$ cat config.mk
export PLATFORM = sky130hd
export DESIGN_NAME = ctrl_block_packer_flat
export DESIGN_NICKNAME = d
export VERILOG_FILES = /design/src/rtl/ctrl_block_packer_if.sv /design/src/rtl/ctrl_block_packer.sv /design/src/flat_wrapper.sv
export SDC_FILE = /design/constraint.sdc
export NUM_CORES = 2
export LEC_CHECK = 0
export CAP_MARGIN = 0
export CORE_AREA = 2 2 416 418
export DETAILED_ROUTE_END_ITERATION = 12
export DIE_AREA = 0 0 418 420
export GPL_TIMING_DRIVEN = 0
export PLACE_DENSITY = 0.44
export SLEW_MARGIN = 5
export SYNTH_ARGS = -nofsm -noshare
export SYNTH_HDL_FRONTEND = slang
export SYNTH_SLANG_ARGS = --single-unit
$ cat constraint.sdc
create_clock -name clk -period 3.9 [get_ports clk]
set_input_delay 0.585 -clock clk [delete_from_list [all_inputs] [get_ports clk]]
set_output_delay 0.585 -clock clk [all_outputs]
set_load 0.02 [all_outputs]
$ cat src/rtl/ctrl_block_packer_if.sv
// ctrl_block_packer_if: command, word-stream and memory write-port signals of
// the control block packer. The master side is the upstream producer (plus the
// memory observing the write port); the slave side is the packer itself.
// The optional multi-block command input exists only when
// CTRL_PACKER_MULTIBLOCK_EN is defined.
interface ctrl_block_packer_if #(
    parameter int ADDR_BITS   = 6,
    parameter int BLOCK_WIDTH = 8,
    parameter int WORD_BITS   = 16
);
    localparam int LINE_BITS = WORD_BITS * BLOCK_WIDTH * BLOCK_WIDTH;

    logic                 cmd_valid;
    logic                 cmd_ready;
    logic [ADDR_BITS-1:0] cmd_addr;
`ifdef CTRL_PACKER_MULTIBLOCK_EN
    logic [ADDR_BITS-1:0] cmd_nblocks;
`endif
    logic                 in_valid;
    logic                 in_ready;
    logic [WORD_BITS-1:0] in_word;
    logic                 mem_write;
    logic [ADDR_BITS-1:0] mem_addr;
    logic [LINE_BITS-1:0] mem_data;
    logic                 busy;
    logic                 done;

`ifdef CTRL_PACKER_MULTIBLOCK_EN
    modport master (
        output cmd_valid, cmd_addr, cmd_nblocks, in_valid, in_word,
        input  cmd_ready, in_ready, mem_write, mem_addr, mem_data, busy, done
    );
    modport slave (
        input  cmd_valid, cmd_addr, cmd_nblocks, in_valid, in_word,
        output cmd_ready, in_ready, mem_write, mem_addr, mem_data, busy, done
    );
`else
    modport master (
        output cmd_valid, cmd_addr, in_valid, in_word,
        input  cmd_ready, in_ready, mem_write, mem_addr, mem_data, busy, done
    );
    modport slave (
        input  cmd_valid, cmd_addr, in_valid, in_word,
        output cmd_ready, in_ready, mem_write, mem_addr, mem_data, busy, done
    );
`endif
endinterface

$ cat src/rtl/ctrl_block_packer.sv
// ctrl_block_packer: collects BLOCK_WIDTH**2 stream words (row-major) into one
// block line and issues a single-cycle write of that line to the control
// memory at the commanded block address.
// Optional feature macro: CTRL_PACKER_MULTIBLOCK_EN -- a command carries a
// block count and consecutive blocks are written to incrementing addresses.
// Every output is a register; nothing combinational reaches an output port.
module ctrl_block_packer #(
    parameter int ADDR_BITS   = 6,
    parameter int BLOCK_WIDTH = 8,
    parameter int WORD_BITS   = 16
) (
    input  logic               clk,
    input  logic               rst,
    ctrl_block_packer_if.slave io_bus
);
    localparam int NWORDS    = BLOCK_WIDTH * BLOCK_WIDTH;
    localparam int CNT_W     = $clog2(NWORDS) + 1;
    localparam int LINE_BITS = WORD_BITS * NWORDS;
    localparam logic [CNT_W-1:0] LAST_IDX = CNT_W'(NWORDS - 1);

    typedef enum logic [1:0] {
        IDLE,
        FILL,
        COMMIT
    } state_t;

    state_t               r_state;
    logic [CNT_W-1:0]     r_cnt;
    logic                 r_cmd_ready;
    logic                 r_in_ready;
    logic                 r_mem_write;
    logic [ADDR_BITS-1:0] r_mem_addr;
    logic [LINE_BITS-1:0] r_mem_data;
    logic                 r_busy;
    logic                 r_done;

    logic                 w_cmd_fire;
    logic                 w_in_fire;
    logic [CNT_W-2:0]     w_slot;
    logic                 w_final;

    // Handshakes use the registered ready flags, so acceptance always agrees
    // with what the producer saw on the ready outputs.
    assign w_cmd_fire = io_bus.cmd_valid && r_cmd_ready;
    assign w_in_fire  = io_bus.in_valid && r_in_ready;
    assign w_slot     = r_cnt[CNT_W-2:0];

`ifdef CTRL_PACKER_MULTIBLOCK_EN
    logic [ADDR_BITS-1:0] r_blocks_left;
    logic [ADDR_BITS-1:0] w_nblocks;

    // A block count of zero is treated as a single block.
    assign w_nblocks = (io_bus.cmd_nblocks == '0) ? ADDR_BITS'(1) : io_bus.cmd_nblocks;
    assign w_final   = (r_blocks_left == ADDR_BITS'(1));
`else
    assign w_final   = 1'b1;
`endif

    // Packer FSM: command latch, word fill, one-cycle commit with registered outputs.
    always_ff @(posedge clk) begin
        if (rst) begin
            r_state     <= IDLE;
            r_cnt       <= '0;
            r_cmd_ready <= 1'b0;
            r_in_ready  <= 1'b0;
            r_mem_write <= 1'b0;
            r_mem_addr  <= '0;
            r_mem_data  <= '0;
            r_busy      <= 1'b0;
            r_done      <= 1'b0;
`ifdef CTRL_PACKER_MULTIBLOCK_EN
            r_blocks_left <= '0;
`endif
        end else begin
            // Strobes default low so they can only ever last one cycle.
            r_mem_write <= 1'b0;
            r_done      <= 1'b0;
            case (r_state)
                IDLE: begin
                    r_cmd_ready <= 1'b1;
                    if (w_cmd_fire) begin
                        r_state     <= FILL;
                        r_mem_addr  <= io_bus.cmd_addr;
                        r_cnt       <= '0;
                        r_cmd_ready <= 1'b0;
                        r_in_ready  <= 1'b1;
                        r_busy      <= 1'b1;
`ifdef CTRL_PACKER_MULTIBLOCK_EN
                        r_blocks_left <= w_nblocks;
`endif
                    end
                end
                FILL: begin
                    if (w_in_fire) begin
                        r_mem_data[w_slot*WORD_BITS +: WORD_BITS] <= io_bus.in_word;
                        r_cnt <= r_cnt + CNT_W'(1);
                        if (r_cnt == LAST_IDX) begin
                            // Write strobe rises together with the COMMIT state.
                            r_state     <= COMMIT;
                            r_in_ready  <= 1'b0;
                            r_mem_write <= 1'b1;
                            r_done      <= w_final;
                        end
                    end
                end
                COMMIT: begin
`ifdef CTRL_PACKER_MULTIBLOCK_EN
                    if (!w_final) begin
                        // Next block of the same command goes to the following address.
                        r_state       <= FILL;
                        r_mem_addr    <= r_mem_addr + ADDR_BITS'(1);
                        r_cnt         <= '0;
                        r_in_ready    <= 1'b1;
                        r_blocks_left <= r_blocks_left - ADDR_BITS'(1);
                    end else begin
                        r_state     <= IDLE;
                        r_cmd_ready <= 1'b1;
                        r_busy      <= 1'b0;
                    end
`else
                    r_state     <= IDLE;
                    r_cmd_ready <= 1'b1;
                    r_busy      <= 1'b0;
`endif
                end
                default: begin
                    r_state     <= IDLE;
                    r_cmd_ready <= 1'b0;
                    r_in_ready  <= 1'b0;
                    r_busy      <= 1'b0;
                end
            endcase
        end
    end

    assign io_bus.cmd_ready = r_cmd_ready;
    assign io_bus.in_ready  = r_in_ready;
    assign io_bus.mem_write = r_mem_write;
    assign io_bus.mem_addr  = r_mem_addr;
    assign io_bus.mem_data  = r_mem_data;
    assign io_bus.busy      = r_busy;
    assign io_bus.done      = r_done;

endmodule

$ cat src/flat_wrapper.sv
// flat-port wrapper written by rule: the top's interface ports become plain ports
module ctrl_block_packer_flat 
#(
    parameter int ADDR_BITS   = 6,
    parameter int BLOCK_WIDTH = 8,
    parameter int WORD_BITS   = 16
)
  (clk, rst, io_bus_cmd_valid, io_bus_cmd_addr, io_bus_in_valid, io_bus_in_word, io_bus_cmd_ready, io_bus_in_ready, io_bus_mem_write, io_bus_mem_addr, io_bus_mem_data, io_bus_busy, io_bus_done);
  ctrl_block_packer_if #(.ADDR_BITS(ADDR_BITS), .BLOCK_WIDTH(BLOCK_WIDTH), .WORD_BITS(WORD_BITS)) io_bus_i ();
  input  logic clk;
  input  logic rst;
  input wire logic [$bits(io_bus_i.cmd_valid)-1:0] io_bus_cmd_valid;
  input wire logic [$bits(io_bus_i.cmd_addr)-1:0] io_bus_cmd_addr;
  input wire logic [$bits(io_bus_i.in_valid)-1:0] io_bus_in_valid;
  input wire logic [$bits(io_bus_i.in_word)-1:0] io_bus_in_word;
  output wire logic [$bits(io_bus_i.cmd_ready)-1:0] io_bus_cmd_ready;
  output wire logic [$bits(io_bus_i.in_ready)-1:0] io_bus_in_ready;
  output wire logic [$bits(io_bus_i.mem_write)-1:0] io_bus_mem_write;
  output wire logic [$bits(io_bus_i.mem_addr)-1:0] io_bus_mem_addr;
  output wire logic [$bits(io_bus_i.mem_data)-1:0] io_bus_mem_data;
  output wire logic [$bits(io_bus_i.busy)-1:0] io_bus_busy;
  output wire logic [$bits(io_bus_i.done)-1:0] io_bus_done;
  assign io_bus_i.cmd_valid = io_bus_cmd_valid;
  assign io_bus_i.cmd_addr = io_bus_cmd_addr;
  assign io_bus_i.in_valid = io_bus_in_valid;
  assign io_bus_i.in_word = io_bus_in_word;
  assign io_bus_cmd_ready = io_bus_i.cmd_ready;
  assign io_bus_in_ready = io_bus_i.in_ready;
  assign io_bus_mem_write = io_bus_i.mem_write;
  assign io_bus_mem_addr = io_bus_i.mem_addr;
  assign io_bus_mem_data = io_bus_i.mem_data;
  assign io_bus_busy = io_bus_i.busy;
  assign io_bus_done = io_bus_i.done;
  ctrl_block_packer #(.ADDR_BITS(ADDR_BITS), .BLOCK_WIDTH(BLOCK_WIDTH), .WORD_BITS(WORD_BITS)) u_core (.clk(clk), .rst(rst), .io_bus(io_bus_i));
endmodule
==> results.md <==
Timing:
- After layout, the minimum clock period comes to 3.73 ns.
- Setup violations remaining at the end of the flow were counted as 0.
- The max-slew violation count is 0.
- For the pin with the worst max-slew slack, the measured transition is 1.21 ns.
- Across the routed clock network, the largest skew measured is approximately 0.035 ns.
- The worst path uses a little over nine tenths of the clock period.
- The number of hold violations in the final report is 0.
- The setup TNS after final layout is 0 ns.
- The normalized max-slew margin is between 10% and 20%.
- Setup repair after global routing could not meet its margin everywhere.
- Based on the critical path, the design can be clocked at up to roughly 0.27 GHz.

Routing:
- The via-per-instance ratio is between 4 and 5.
- The final layout contains routed wiring with a total length of between 200000 and 250000 µm.
- The antenna violation net count after detailed routing is 0.
- The routed wire length per instance is 30.0 µm.
- The first detailed-routing pass took 7 iterations.
- The count of routing violations after the opening detailed-route iteration is between 2000 and 2500.
- After detailed routing, the number of remaining DRC violations is 0.
- The routed layout has 35400 vias.

Finish:
- The area overhead of the layout relative to synthesis is 47.3%.
- The post-route standard cell area excluding fillers is between 50000 and 60000 µm².
- Summing all multi-input logic gate instances after layout gives ~16000 µm².
- The fraction of final layout cells with drive strength greater than 1 is 7.94%.
- The number of filler cells placed in the layout is about 18000.
- Excluding fillers, the count of instances in the completed layout stands at 7505.
- Registers take around 21000 µm².
- The number of nets in the finished design is 5198.

Synthesis:
- The library cell occupying the most area in the post-synthesis netlist is dfxtp_1.
- After Yosys synthesis, XOR and XNOR cells account for less than 1% of the synthesized area.
- The arithmetic-cell share of the synthesized area counting full adders, half adders and majority gates is less than 1%.
- The dominant register cell in the synthesized netlist is dfxtp_1.
- After synthesis, the netlist uses approximately 70 different library cells.
- The net count of the mapped netlist is around 4000.
- The count of synthesis-stage warnings from yosys is 0.
- After technology mapping, the gate count stands at roughly 4000.
- By area, the combinational part of the netlist is dominated by simple AND/OR/NAND/NOR gates.
- Summing the areas of all compound-gate instances in the mapped netlist gives between 8 and 9% of the synthesized area.
- After synthesis, the cell types taking the most area are dfxtp_1 55%, mux2i_1 15%, nand2_1 8.1%.
- The proportion of synthesized area in mux cells is between 10% and 20%.
- The async set or reset register ratio after synthesis is 0%.
- A synthesized cell averages between 9 and 10 µm².
- In this run, synthesis inferred 0 flip-flops with an integrated enable.
- The sequential fraction of the synthesis area is 55.1%.
- After synthesis the cells add up to around 38000 µm².
- The simple-gate area share of the yosys netlist is around 17%.
- The count of state elements after synthesis is roughly 1000.
- Summed over its instances, the top area cell type makes up a little under three fifths of the synthesized netlist area.

Clocking:
- TritonCTS built the clock tree.
- The clock reaches the later pin of the worst-skew pair after a little under 0.8 ns.
- The clock tree synthesis step divided the H-tree into 3 levels.
- The total clock sinks is around 1000.
- The number of CTS-inserted buffers is about 120.
- The clock edge transition at the registers on the reported setup and hold paths is approximately 0.07 ns.
- The clock tree root driver cell is clkbuf_16.
- The worst-case clock buffer depth is 3.
- The count of hold buffers inserted by post-cts repair is 0.

Worst setup path:
- In this run the critical register-to-register path is captured at u_core.io_bus.mem_data[950].
- Measured in cells, the most critical reg-to-reg path has a length of 9.
- The startpoint of the worst register-to-register path is u_core.r_cnt[1].
- The startpoint of the most critical setup path is u_core.r_cnt[1].
- STA classifies the critical path startpoint as a register.
- The critical path data arrival time is around 4.4 ns.
- The worst reg-to-reg setup slack is 0.17 ns.
- Following the worst setup path forward leads to its endpoint at u_core.io_bus.mem_data[950].
- Along the worst path, the maximum fanout reaches 10.
- STA classifies the critical path endpoint as a register.
- The data required time at the worst endpoint is between 4 and 5 ns.
- The setup path with the least slack is of type reg -> reg.

Floorplanning:
- From left edge to right edge, the die measures ~420 µm.
- The floorplan row count is 152.
- For this design the top-level I/O count stands at about 1100.
- The effective utilization at floorplan is 22.2%.
- The height of the die is approximately 420 µm.
- The die covers 176000 µm².
- The core outline area is roughly 170000 µm².

Global route:
- Global routing consumed, over all layers together, between 20% and 30% of the routing resources.
- The first-pass GRT wire length is 298000 µm.
- The number of global-route vias before repair is between 30000 and 40000.
- Summed over all layers, the global routing overflow is 0.
- Entering global routing, the biggest net connects 17 pins.
- The initial antenna violation count is 24.

Power and ir drop:
- In this run the power density over the cells is around 410 nW/µm².
- IR analysis of the VDD net gives a maximum drop of 406 µV.
- The static power due to leakage is about 0.02 µW.

Place:
- The HPWL after detailed placement is 173000 µm.
- Port buffering added 1060 buffers.
- In this run, placement finished with an instance count of between 7000 and 8000.
- The post-place instance area is between 50000 and 60000 µm².
- Routability-driven placement finished with a final weighted congestion of ~0.85.

Job:
- The max-cap violation count is 0.

Worst hold path:
- The startpoint identified for the worst hold timing path is io_bus_cmd_addr[2].
- The path class of the lowest-slack min-delay path is in -> reg.

Outcome:
- The run finished with clean final reports.
-- layout make-up --
cell class	instances	area share, %
well taps	2233	5.01
clock inverters	35	0.740
flip-flops and latches	1043	37.4
multi-input cells	2575	28.2
clock buffers	184	6.47
inverters	7	0.0471
diodes	7	0.0314
repair buffers	1082	19.4
plain buffers	339	2.68
-- per-stage QoR --
stage	setup WS, ns	utilization [%]	power (µW)	hold WS, ns
after floorplan	1.00	-	11100	0.486
after global placement	-1.06	30.0	11500	0.440
after detailed placement	-1.04	30.1	11500	0.443
after CTS	-0.0226	32.5	23300	0.269
after global routing	-0.0203	32.6	23700	0.362
final	0.172	32.6	23000	0.356
-- repair_timing --
| action | 4_1_cts | 5_1_grt |
|---|---|---|
| endpoints found under the setup margin | 798 | 476 |
| gates resized for setup | 23 | 33 |
| hold endpoints to repair | 0 | 0 |
| pin swaps | 4 | 7 |
| setup buffers | 3 | 13 |
| cloned | 0 | 0 |
-- report_power, final --
part           leakage (µW)  internal, µW  switching, µW  total (µW)
combinational        0.0102          89.1            518         607
sequential          0.00840         10700           4.81       10700
clock               0.00196          6740           4950       11700
-- kinds of logic (layout without fill, tap and decap cells) --
| kind of cell | Yosys count | count (layout) |
|---|---|---|
| AND/OR/NAND/NOR | 1443 | 1443 |
| flip-flops | 1043 | 1043 |
| AO/OA/AOI/OAI | 561 | 561 |
| multiplexers | 559 | 559 |
| buffers and inverters | 346 | 1647 |
| XOR/XNOR | 9 | 9 |
| adder cells (fa/ha/maj) | 3 | 3 |
| other | 0 | 7 |
-- registers in the layout (all words and copies together), names as in the netlist --
register / flops
u_core.io_bus.cmd_ready: 1
u_core.r_cnt: 7
u_core.io_bus.mem_addr: 6
u_core.io_bus.in_ready: 1
u_core.r_state: 2
u_core.io_bus.done: 1
u_core.io_bus.busy: 1
u_core.io_bus.mem_data: 1024
-- Yosys cell counts (2+ instances only) --
cell type / count
a21oi_1: 110
nor2_1: 19
and2_0: 2
ha_1: 3
nand3_1: 438
a211oi_2: 3
or2_2: 3
a31o_2: 38
nand4_1: 17
a211oi_1: 3
buf_2: 52
nand2_1: 816
xnor2_1: 7
nor3b_1: 2
nor4_1: 33
o211a_1: 2
nor2b_1: 4
clkbuf_1: 238
nor2_2: 6
buf_4: 21
and3_1: 26
mux2i_1: 559
or3_1: 9
inv_1: 7
nand3_2: 10
nor3_1: 15
or2_1: 2
o31ai_1: 26
nand2b_1: 7
nand2_2: 6
and2_1: 6
o211ai_1: 37
a2111oi_4: 2
o21ai_0: 323
dfxtp_1: 1043
buf_1: 22
nor3_4: 6
and4_1: 4
or3b_1: 2
or4_1: 2
buf_6: 5
or3b_2: 2
-- routing by layer --
metal | vias up | share of wire [%] | GRT usage, %
met2 | 1246 | 49 | 42.5
met3 | 296 | 5.8 | 4.82
met1 | 17700 | 41 | 29.8
met5 | - | 0.0084 | 0
met4 | 4 | 4.1 | 10.0
li1 | 16200 | - | -
-- placed cells by master (no fill, tap or decap), drive strengths merged, types with 25 or more instances in the layout --
master	count
nand2	822
nor2	25
clkdlybuf4s50	1060
and3	26
a21oi	110
nand3	448
o31ai	27
dfxtp	1043
buf	120
a31o	39
mux2i	559
o211ai	37
o21ai	325
clkbuf	425
nor4	35
-- worst min-delay path by stage --
stage | end | slack, ns | cells after the start
finish | u_core.io_bus.mem_addr[2] | 0.36 | 3
global route | u_core.io_bus.mem_addr[0] | 0.36 | 3
CTS | u_core.io_bus.mem_addr[2] | 0.27 | 3
detailed placement | u_core.io_bus.mem_data[14] | 0.44 | 2
global placement | u_core.io_bus.mem_data[897] | 0.44 | 2
floorplan | u_core.r_cnt[6] | 0.49 | 2
-- critical path: stages, from the launching register on --
cell      delay [ns]
dfxtp_1         0.35
buf_2           0.24
inv_1           0.16
ha_1            0.29
buf_2           0.19
nor2_1          0.41
clkbuf_2        0.55
clkbuf_1        0.42
nand3_1         0.64
o21ai_0         0.35
Note: power is estimated with default switching activity, not from simulation.
